`config.mk`:
```
export PLATFORM = sky130hd
export DESIGN_NAME = hs_dual_da
export DESIGN_NICKNAME = d
export VERILOG_FILES = /design/src/rtl/hs_da_pkg.sv /design/src/rtl/hs_dual_da_fifo.sv /design/src/rtl/hs_dual_da.sv
export SDC_FILE = /design/constraint.sdc
export NUM_CORES = 1
export LEC_CHECK = 0
export CAP_MARGIN = 5
export CORE_MARGIN = 2
export CORE_UTILIZATION = 60
export DETAILED_ROUTE_END_ITERATION = 10
export PLACE_DENSITY = 0.79
export REMOVE_ABC_BUFFERS = 1
export SLEW_MARGIN = 10
export SYNTH_ARGS = -nofsm -noshare
export SYNTH_HDL_FRONTEND = slang
export SYNTH_SLANG_ARGS = --single-unit
export TNS_END_PERCENT = 10
```
`constraint.sdc`:
```
create_clock -name sys_clk -period 3.7 [get_ports sys_clk]
set_input_delay 0.74 -clock sys_clk [delete_from_list [all_inputs] [get_ports sys_clk]]
set_output_delay 0.74 -clock sys_clk [all_outputs]
set_load 0.02 [all_outputs]
```
`src/rtl/hs_da_pkg.sv`:
```
// Shared types and constants for the dual-channel DAC transmitter.
// Defines the FSM state encoding, the idle code and the occupancy-width helper.
package hs_da_pkg;

   typedef enum logic [1:0] {
      IDLE  = 2'd0,
      PRIME = 2'd1,
      RUN   = 2'd2
   } state_t;

   localparam logic [9:0] DEF_MID = 10'd512;

   // Occupancy counter must represent 0..depth inclusive.
   function automatic int lvl_w(input int depth);
      return $clog2(depth) + 1;
   endfunction

endpackage

```
`src/rtl/hs_dual_da_fifo.sv`:
```
// Show-ahead synchronous FIFO holding packed sample pairs.
// Flush empties it in one cycle and takes priority over push/pop.
module sync_fifo
   import hs_da_pkg::*;
#(
   parameter int WIDTH = 20,
   parameter int DEPTH = 16
) (
   input  logic                      clk,
   input  logic                      rst_n,
   input  logic                      push,
   input  logic                      pop,
   input  logic                      flush,
   input  logic [WIDTH-1:0]          wr_data,
   output logic [WIDTH-1:0]          rd_data,
   output logic                      full,
   output logic                      empty,
   output logic [lvl_w(DEPTH)-1:0]   level
);

   localparam int AW = $clog2(DEPTH);
   localparam int LW = lvl_w(DEPTH);

   logic [WIDTH-1:0] r_mem [DEPTH];
   logic [AW-1:0]    r_wr_ptr;
   logic [AW-1:0]    r_rd_ptr;
   logic [LW-1:0]    r_level;
   logic             w_push;
   logic             w_pop;

   assign full    = (r_level == LW'(DEPTH));
   assign empty   = (r_level == '0);
   assign level   = r_level;
   assign rd_data = r_mem[r_rd_ptr];
   assign w_push  = push && !full;
   assign w_pop   = pop && !empty;

   always_ff @(posedge clk or negedge rst_n) begin
      if (!rst_n) begin
         r_wr_ptr <= '0;
         r_rd_ptr <= '0;
         r_level  <= '0;
      end else if (flush) begin
         r_wr_ptr <= '0;
         r_rd_ptr <= '0;
         r_level  <= '0;
      end else begin
         if (w_push) r_wr_ptr <= r_wr_ptr + 1'b1;
         if (w_pop)  r_rd_ptr <= r_rd_ptr + 1'b1;
         r_level <= r_level + LW'(w_push) - LW'(w_pop);
      end
   end

   // Storage carries no reset; a write during flush lands in a slot that is then invalid.
   always_ff @(posedge clk) begin
      if (w_push) r_mem[r_wr_ptr] <= wr_data;
   end

endmodule

```
`src/rtl/hs_dual_da.sv`:
```
// Dual-channel DAC transmitter: stream in, FIFO, fixed-rate parallel output
// with self-generated DAC sample clocks, idle mid-scale and sticky underrun.
module hs_dual_da
   import hs_da_pkg::*;
#(
   parameter int            DW    = 10,
   parameter int            DEPTH = 16,
   parameter int            DIV   = 2,
   parameter logic [DW-1:0] MID   = DW'(DEF_MID)
) (
   input  logic                    sys_clk,
   input  logic                    sys_rst_n,
   input  logic                    en,
   input  logic                    s_valid,
   output logic                    s_ready,
   input  logic [DW-1:0]           s_data0,
   input  logic [DW-1:0]           s_data1,
   output logic [DW-1:0]           da0_data,
   output logic                    da0_clk,
   output logic [DW-1:0]           da1_data,
   output logic                    da1_clk,
   output logic [lvl_w(DEPTH)-1:0] level,
   output logic                    underrun,
   input  logic                    underrun_clr
);

   localparam int CW = $clog2(DIV);
   localparam int LW = lvl_w(DEPTH);

   state_t          r_state;
   state_t          w_state_nxt;
   logic [CW-1:0]   r_cnt;
   logic [CW-1:0]   w_cnt_nxt;
   logic            w_strobe;
   logic            r_da_clk;
   logic [DW-1:0]   r_da0;
   logic [DW-1:0]   r_da1;
   logic            r_underrun;
   logic            w_flush;
   logic            w_pop;
   logic            w_load;
   logic            w_urun_set;
   logic            w_full;
   logic            w_empty;
   logic [2*DW-1:0] w_rd_data;
   logic [LW-1:0]   w_level;

   sync_fifo #(
      .WIDTH (2*DW),
      .DEPTH (DEPTH)
   ) u_fifo (
      .clk     (sys_clk),
      .rst_n   (sys_rst_n),
      .push    (s_valid && s_ready),
      .pop     (w_pop),
      .flush   (w_flush),
      .wr_data ({s_data1, s_data0}),
      .rd_data (w_rd_data),
      .full    (w_full),
      .empty   (w_empty),
      .level   (w_level)
   );

   assign s_ready   = !w_full;
   assign level     = w_level;
   assign w_strobe  = (r_cnt == CW'(DIV-1));
   assign w_cnt_nxt = w_strobe ? '0 : r_cnt + 1'b1;

   always_comb begin
      w_state_nxt = r_state;
      w_flush     = 1'b0;
      w_pop       = 1'b0;
      w_load      = 1'b0;
      w_urun_set  = 1'b0;
      case (r_state)
         IDLE: begin
            w_flush = 1'b1;
            if (en) w_state_nxt = PRIME;
         end
         PRIME: begin
            if (w_level >= LW'(DEPTH/2)) w_state_nxt = RUN;
         end
         RUN: begin
            if (w_strobe) begin
               if (!w_empty) begin
                  w_pop  = 1'b1;
                  w_load = 1'b1;
               end else begin
                  w_urun_set  = 1'b1;
                  w_state_nxt = PRIME;
               end
            end
         end
         default: w_state_nxt = IDLE;
      endcase
      // Disable overrides everything, including a pending pop or underrun.
      if (!en) begin
         w_state_nxt = IDLE;
         w_pop       = 1'b0;
         w_load      = 1'b0;
         w_urun_set  = 1'b0;
      end
   end

   always_ff @(posedge sys_clk or negedge sys_rst_n) begin
      if (!sys_rst_n) begin
         r_state    <= IDLE;
         r_cnt      <= '0;
         r_da_clk   <= 1'b0;
         r_da0      <= MID;
         r_da1      <= MID;
         r_underrun <= 1'b0;
      end else begin
         r_state  <= w_state_nxt;
         r_cnt    <= w_cnt_nxt;
         // Registered against the next count so the pin tracks cnt in the same cycle.
         r_da_clk <= (w_cnt_nxt >= CW'(DIV/2));
         if (!en) begin
            r_da0 <= MID;
            r_da1 <= MID;
         end else if (w_load) begin
            r_da0 <= w_rd_data[DW-1:0];
            r_da1 <= w_rd_data[2*DW-1:DW];
         end
         if (w_urun_set)        r_underrun <= 1'b1;
         else if (underrun_clr) r_underrun <= 1'b0;
      end
   end

   assign da0_data = r_da0;
   assign da1_data = r_da1;
   assign da0_clk  = r_da_clk;
   assign da1_clk  = r_da_clk;
   assign underrun = r_underrun;

endmodule

```
==> results.ini, run 1 <==
[timing]
post-route-period-util_pct = 81.0
whs_ps = 416
fin_setup_tns_ps = 0
worst-slew-pin-transition_ps = 1090
skew_ps = 14.0
finalHoldViolCount = 0
max_slew_margin_pct = 27.4
fmax_ghz = 0.334
slew_viol_final = 0
setup_slack_ps = 703
fin_crit_ps = 3000
setup-violations-final = 0
rsz0062_at_grt = false

[route]
drt_iter0_drc = 589
drc = 0
firstDrtPassIters = 5
postRouteAntennaNets = 0
num_vias = 6735
viasPerCell = 6.20
wire_per_inst_um = 26.1
totalWireLength_um = 28400

[clocking]
root_buffer = clkbuf_16
cts_sinks = 357
clkLatencyLatePin_ps = 510
ctsHoldBuffers = 0
numCtsBuffers = 35
cts-resized-gates = 0
clockBufferDepth = 3
h-tree-depth = 2
tritoncts = done
post_cts.repair.setup_buffers = 0
clk_pin_slew_ps = 60

[die]
coreArea_um2 = 22800
initial_core_util_pct = 61.4
boundaryPins = 54
fp.dieH_um = 157
die_w_um = 157
die_area_um2 = 24500
num_rows = 55

[layout]
area_growth_syn_to_layout_pct = 15.3
nNetsFinal = 786
n_antenna_cell = 0
fin_util_pct = 70.8
drive_gt1_share_pct = 25.7
instances_no_fill = 1086

[worst_setup_path]
start_kind = input port
critical_path_peak_fanout = 6
cp.arrival_ps = 3340
rrSetupSlack_ps = 730
crit_type = input port to register
worstSetupEndpointType = register
cp_data_required_time_ps = 4050

[synthesis]
syn_inst = 659
synth_seq_cells = 357
async_reset_ff_share_pct = 10.4
yosysTopAreaCell = edfxtp_1
syn-cell-area_um2 = 14000
synth_edf_count = 320
ys_top_cells_by_count = 320 x edfxtp_1, 73 x mux4_2, 35 x dfrtp_1, 24 x nor2_1, 21 x mux2i_1
synth_cell_type_count = 44
yosysMostFrequentCell = edfxtp_1
postSynthAreaPerCell_um2 = 21.2
yosysSeqAreaShare_pct = 75.4
yosysWarnings = 0
synth_top_area_share_pct = 68.7
netlist_top_cells_area = edfxtp_1 69%, mux4_2 12%, dfrtp_1 6.3%
synth_ff_type = edfxtp_1

[place]
port_buffers = 53
hpwl_um = 16300
dpl_worst_slack_ps = 257
dp_cells = 1023
routabilityCongestion = 0.796

[global_route]
grt_pass1_vias = 7093
grt_max_degree = 48
grt_first_pass_wirelength_um = 43400
antenna_found_initial = 0
grt_overflow = 0
grt_use_total_pct = 24.4

[power]
peakVddDrop_v = 0.000430
p_per_area_nw_per_um2 = 554
p_leak_nw = 5.18

[flow_run]
drv_cap = 0

[min_path]
min_path_type = input port to asynchronous set/reset pin

[status]
status = completed

final timing paths:
check	start	to	cells past startpoint
setup / recovery	en	u_fifo.level[4]	12
hold / removal	sys_rst_n	u_fifo.level[3]	1
setup reg to reg	u_fifo.level[3]	u_fifo.level[4]	13
hold reg to reg	underrun	underrun	2
max in group asynchronous	sys_rst_n	u_fifo.r_rd_ptr[0]	1
min in group sys_clk	underrun	underrun	2
kinds of logic (layout without fill, tap and decap cells):
kind of cell,Yosys count,after routing,share of synthesized area [%]
adder cells (fa/ha/maj),14,14,1.31
AND/OR/NAND/NOR,55,55,2.09
multiplexers,121,121,16.2
buffers and inverters,49,163,1.98
AO/OA/AOI/OAI,55,55,2.56
XOR/XNOR,8,8,0.501
flip-flops,357,357,75.4
through the flow:
stage	total power [mW]	instance area [um2]
floorplan	5.28	13800
global placement	5.61	15000
detailed placement	5.66	15000
CTS	8.99	16100
global route	9.23	16100
finish	8.93	16100
registers in the layout, summed over array words and instances, names as in the netlist:
register	count
u_fifo.r_rd_ptr	4
da0_data	10
underrun	1
r_state	2
r_cnt	1
da1_data	10
u_fifo.level	5
u_fifo.r_wr_ptr	4
u_fifo.r_mem	320
cells in the final DEF, fill, tap and decap left out, types with 14 or more instances in the layout:
cell type / synthesis / layout
dfrtp_1: 35 / 32
edfxtp_1: 320 / 320
mux2i_1: 21 / 21
a22oi_1: 14 / 14
inv_1: 15 / 15
o21ai_1: 17 / 17
clkdlybuf4s50_1: 0 / 52
buf_4: 13 / 28
mux4_2: 73 / 73
mux2_2: 20 / 20
clkbuf_16: 0 / 37
critical path, stage by stage:
cell and delay (ps):
clkdlybuf4s50_1 550, nand4b_1 250, nor2_1 280, ha_1 280
inv_1 50, ha_1 150, inv_1 70, fa_1 430
nand2b_1 160, a21oi_1 180, or3_1 130, a21oi_1 60
cell type report:
| type | instances | area [um2] |
|---|---|---|
| Sequential cell | 357 | 10500 |
| Fill cell | 1346 | 6660 |
| Multi-Input combinational cell | 253 | 3220 |
| Clock buffer | 47 | 993 |
| Timing Repair Buffer | 85 | 816 |
| Tap cell | 313 | 392 |
| Clock inverter | 16 | 96.3 |
| Inverter | 15 | 56.3 |
routing by layer:
layer  track usage [%]  share of wire (%)  up-vias
li1                  -                  -     2874
met4              7.38                2.3        0
met2              41.1                 51      272
met1              33.4                 40     3536
met3              3.85                5.9       53
met5                 0                  0        -
power by group:
group	internal, mW	total (mW)	switching (mW)
logic	0.368	0.889	0.521
clock network	1.95	3.34	1.39
registers	4.60	4.70	0.0940
No activity file was read; power rests on OpenSTA's default activity.
==> inputs of run 2 (changes only) <==
clock period = 2.88 ns   (was 3.7 ns; I/O delays follow)
==> results.ini, run 2 (synthesis results as in run 1) <==
[power]
switching_share_pct = 22.5  ; +0.024 points
p_per_area_nw_per_um2 = 719  ; +30%
seqPwrFrac_pct = 51.4  ; -1.2 points
total_power_mw = 11.7  ; +31%
clockPowerShare_pct = 38.4  ; +0.9 points
p_int_mw = 9.09  ; +31%
p_switching_mw = 2.64  ; +32%
combPwrFrac_pct = 10.2  ; +0.2 points
p_leak_nw = 5.29  ; +2.2%
peakVddDrop_v = 0.000531  ; +24%

[global_route]
grt_pass1_vias = 7387  ; +4.1%
grt_overflow = 0  ; unchanged
antenna_found_initial = 0  ; unchanged
grt_max_degree = 62  ; +29%
grt_first_pass_wirelength_um = 44100  ; +1.7%
grt_use_total_pct = 24.9  ; +0.54 points

[timing]
post-route-period-util_pct = 91.4
setup-violations-final = 0  ; unchanged
max_slew_margin_pct = 36.8  ; +9.4 points
worst-slew-pin-transition_ps = 945  ; -144 ps
slew_viol_final = 0  ; unchanged
fin_crit_ps = 2630
rsz0062_at_grt = false
skew_ps = 13.9  ; -0.0951 ps
fmax_ghz = 0.380
finalHoldViolCount = 0  ; unchanged

[worst_setup_path]
rrSetupSlack_ps = 250  ; -480 ps
slowest_stage = dfrtp_1
critical_path_peak_fanout = 3  ; -3
cp_data_required_time_ps = 3230  ; -820 ps
crit_type = register to register
worstSetupEndpointType = register
r2r-start = u_fifo.level[2]
cpPeakStageDelay_ps = 400  ; -150 ps
start_kind = register
rr_endpoint = u_fifo.level[4]
cp.arrival_ps = 2980  ; -360 ps
r2r_cells = 13  ; unchanged
path_cells = inv_2, ha_2, nor4b_4, nor2_1, ha_1, inv_1, ha_1, inv_1, fa_2, nand2b_1, a21oi_1, or3_1, a21oi_1

[clocking]
clk_pin_slew_ps = 60  ; about the same
cts_sinks = 357  ; unchanged
clockBufferDepth = 3  ; unchanged
root_buffer = clkbuf_16
numCtsBuffers = 36  ; +2.9%
tritoncts = done
clkLatencyLatePin_ps = 520  ; about the same
ctsHoldBuffers = 0  ; unchanged
h-tree-depth = 2  ; unchanged

[min_path]
min_path_type = input port to asynchronous set/reset pin

[layout]
nNetsFinal = 803  ; +2.2%
largest-register = u_fifo.r_mem
n_antenna_cell = 0  ; unchanged
largest_register_ffs = 320  ; unchanged
drive_gt1_share_pct = 28.2  ; +2.4 points
final_cell_mix = 320 x edfxtp_1, 73 x mux4_2, 52 x clkdlybuf4s50_1
mostFrequentLayoutCell = edfxtp_1
instances_no_fill = 1105  ; +1.7%
area_growth_syn_to_layout_pct = 16.8

[die]
initial_core_util_pct = 61.4  ; unchanged
boundaryPins = 54  ; unchanged
fp.dieH_um = 157  ; unchanged
die_w_um = 157  ; unchanged
num_rows = 55  ; unchanged
die_area_um2 = 24500  ; unchanged
coreArea_um2 = 22800  ; unchanged

[place]
hpwl_um = 17000  ; +4.2%
port_buffers = 53  ; unchanged
dp_cells = 1039  ; +1.6%
routabilityCongestion = 0.774  ; -2.8%

[route]
num_vias = 6869  ; +2.0%
firstDrtPassIters = 7  ; +2
viasPerCell = 6.22  ; +0.24%
totalWireLength_um = 29200  ; +2.8%
drt_iter0_drc = 566  ; -3.9%
postRouteAntennaNets = 0  ; unchanged
drc = 0  ; unchanged
wire_per_inst_um = 26.4  ; +1.0%

[status]
status = completed

[flow_run]
drv_cap = 0  ; unchanged

==> run 2: worst max path at each step <==
stage | from | cells after the start | endpoint
4_1_cts | u_fifo.level[2] | 13 | u_fifo.level[4]
2_1_floorplan | u_fifo.r_rd_ptr[0] | 4 | da0_data[8]
3_3_place_gp | en | 12 | u_fifo.level[4]
6_report | u_fifo.level[2] | 13 | u_fifo.level[4]
3_5_place_dp | en | 12 | u_fifo.level[4]
5_1_grt | u_fifo.level[2] | 13 | u_fifo.level[4]
==> run 2: critical path, delay by kind of cell (launching register included) <==
| family | cells | cell delay, ps |
|---|---|---|
| fa+ha+maj | 4 | 1010 |
| compound gates | 2 | 230 |
| buf+inv | 3 | 230 |
| simple gates | 4 | 590 |
| flops | 1 | 400 |
==> run 2: cell type report <==
cell class	count	area [um2]
multi-input combinational	253	3230
sequential	357	10500
timing repair buffer	101	961
fill	1341	6450
clock inverter	15	133
inverter	15	56.3
clock buffer	51	1020
tap	313	392
==> run 2: power by group through the flow <==
| stage | Clock (mW) | Sequential [mW] | Combinational [mW] |
|---|---|---|---|
| after global routing | 4.75 | 6.06 | 1.31 |
| after detailed placement | 0 | 6.14 | 1.19 |
| final | 4.51 | 6.04 | 1.19 |
| after floorplan | 0 | 6.16 | 0.631 |
| after CTS | 4.57 | 6.03 | 1.20 |
| after global placement | 0 | 6.11 | 1.12 |
==> run 2: metal layers <==
layer | track usage, % | wire, um | up-vias
li1 | - | - | 2912
met1 | 32.4 | 11300 | 3616
met2 | 43.2 | 15300 | 287
met3 | 4.46 | 1950 | 54
met4 | 8.04 | 685 | 0
met5 | 0 | 0 | -
==> run 2: timing repair <==
item	CTS	global route
gates resized for setup	0	4
setup endpoints to repair	0	1
setup buffers	0	0
==> run 2: per-stage QoR <==
step                      setup TNS (ps)  utilization [%]  setup WS (ps)  hold slack, ps  cell area (um2)
after floorplan                   -64140                -          -1570             280            13800
after CTS                              0             71.7            116            39.3            16300
after detailed placement            -187             66.6           -187             516            15200
final                                  0             71.7            248            34.9            16300
after global routing                   0             71.7           52.7            53.8            16300
after global placement             -20.0             66.6          -20.0             511            15200
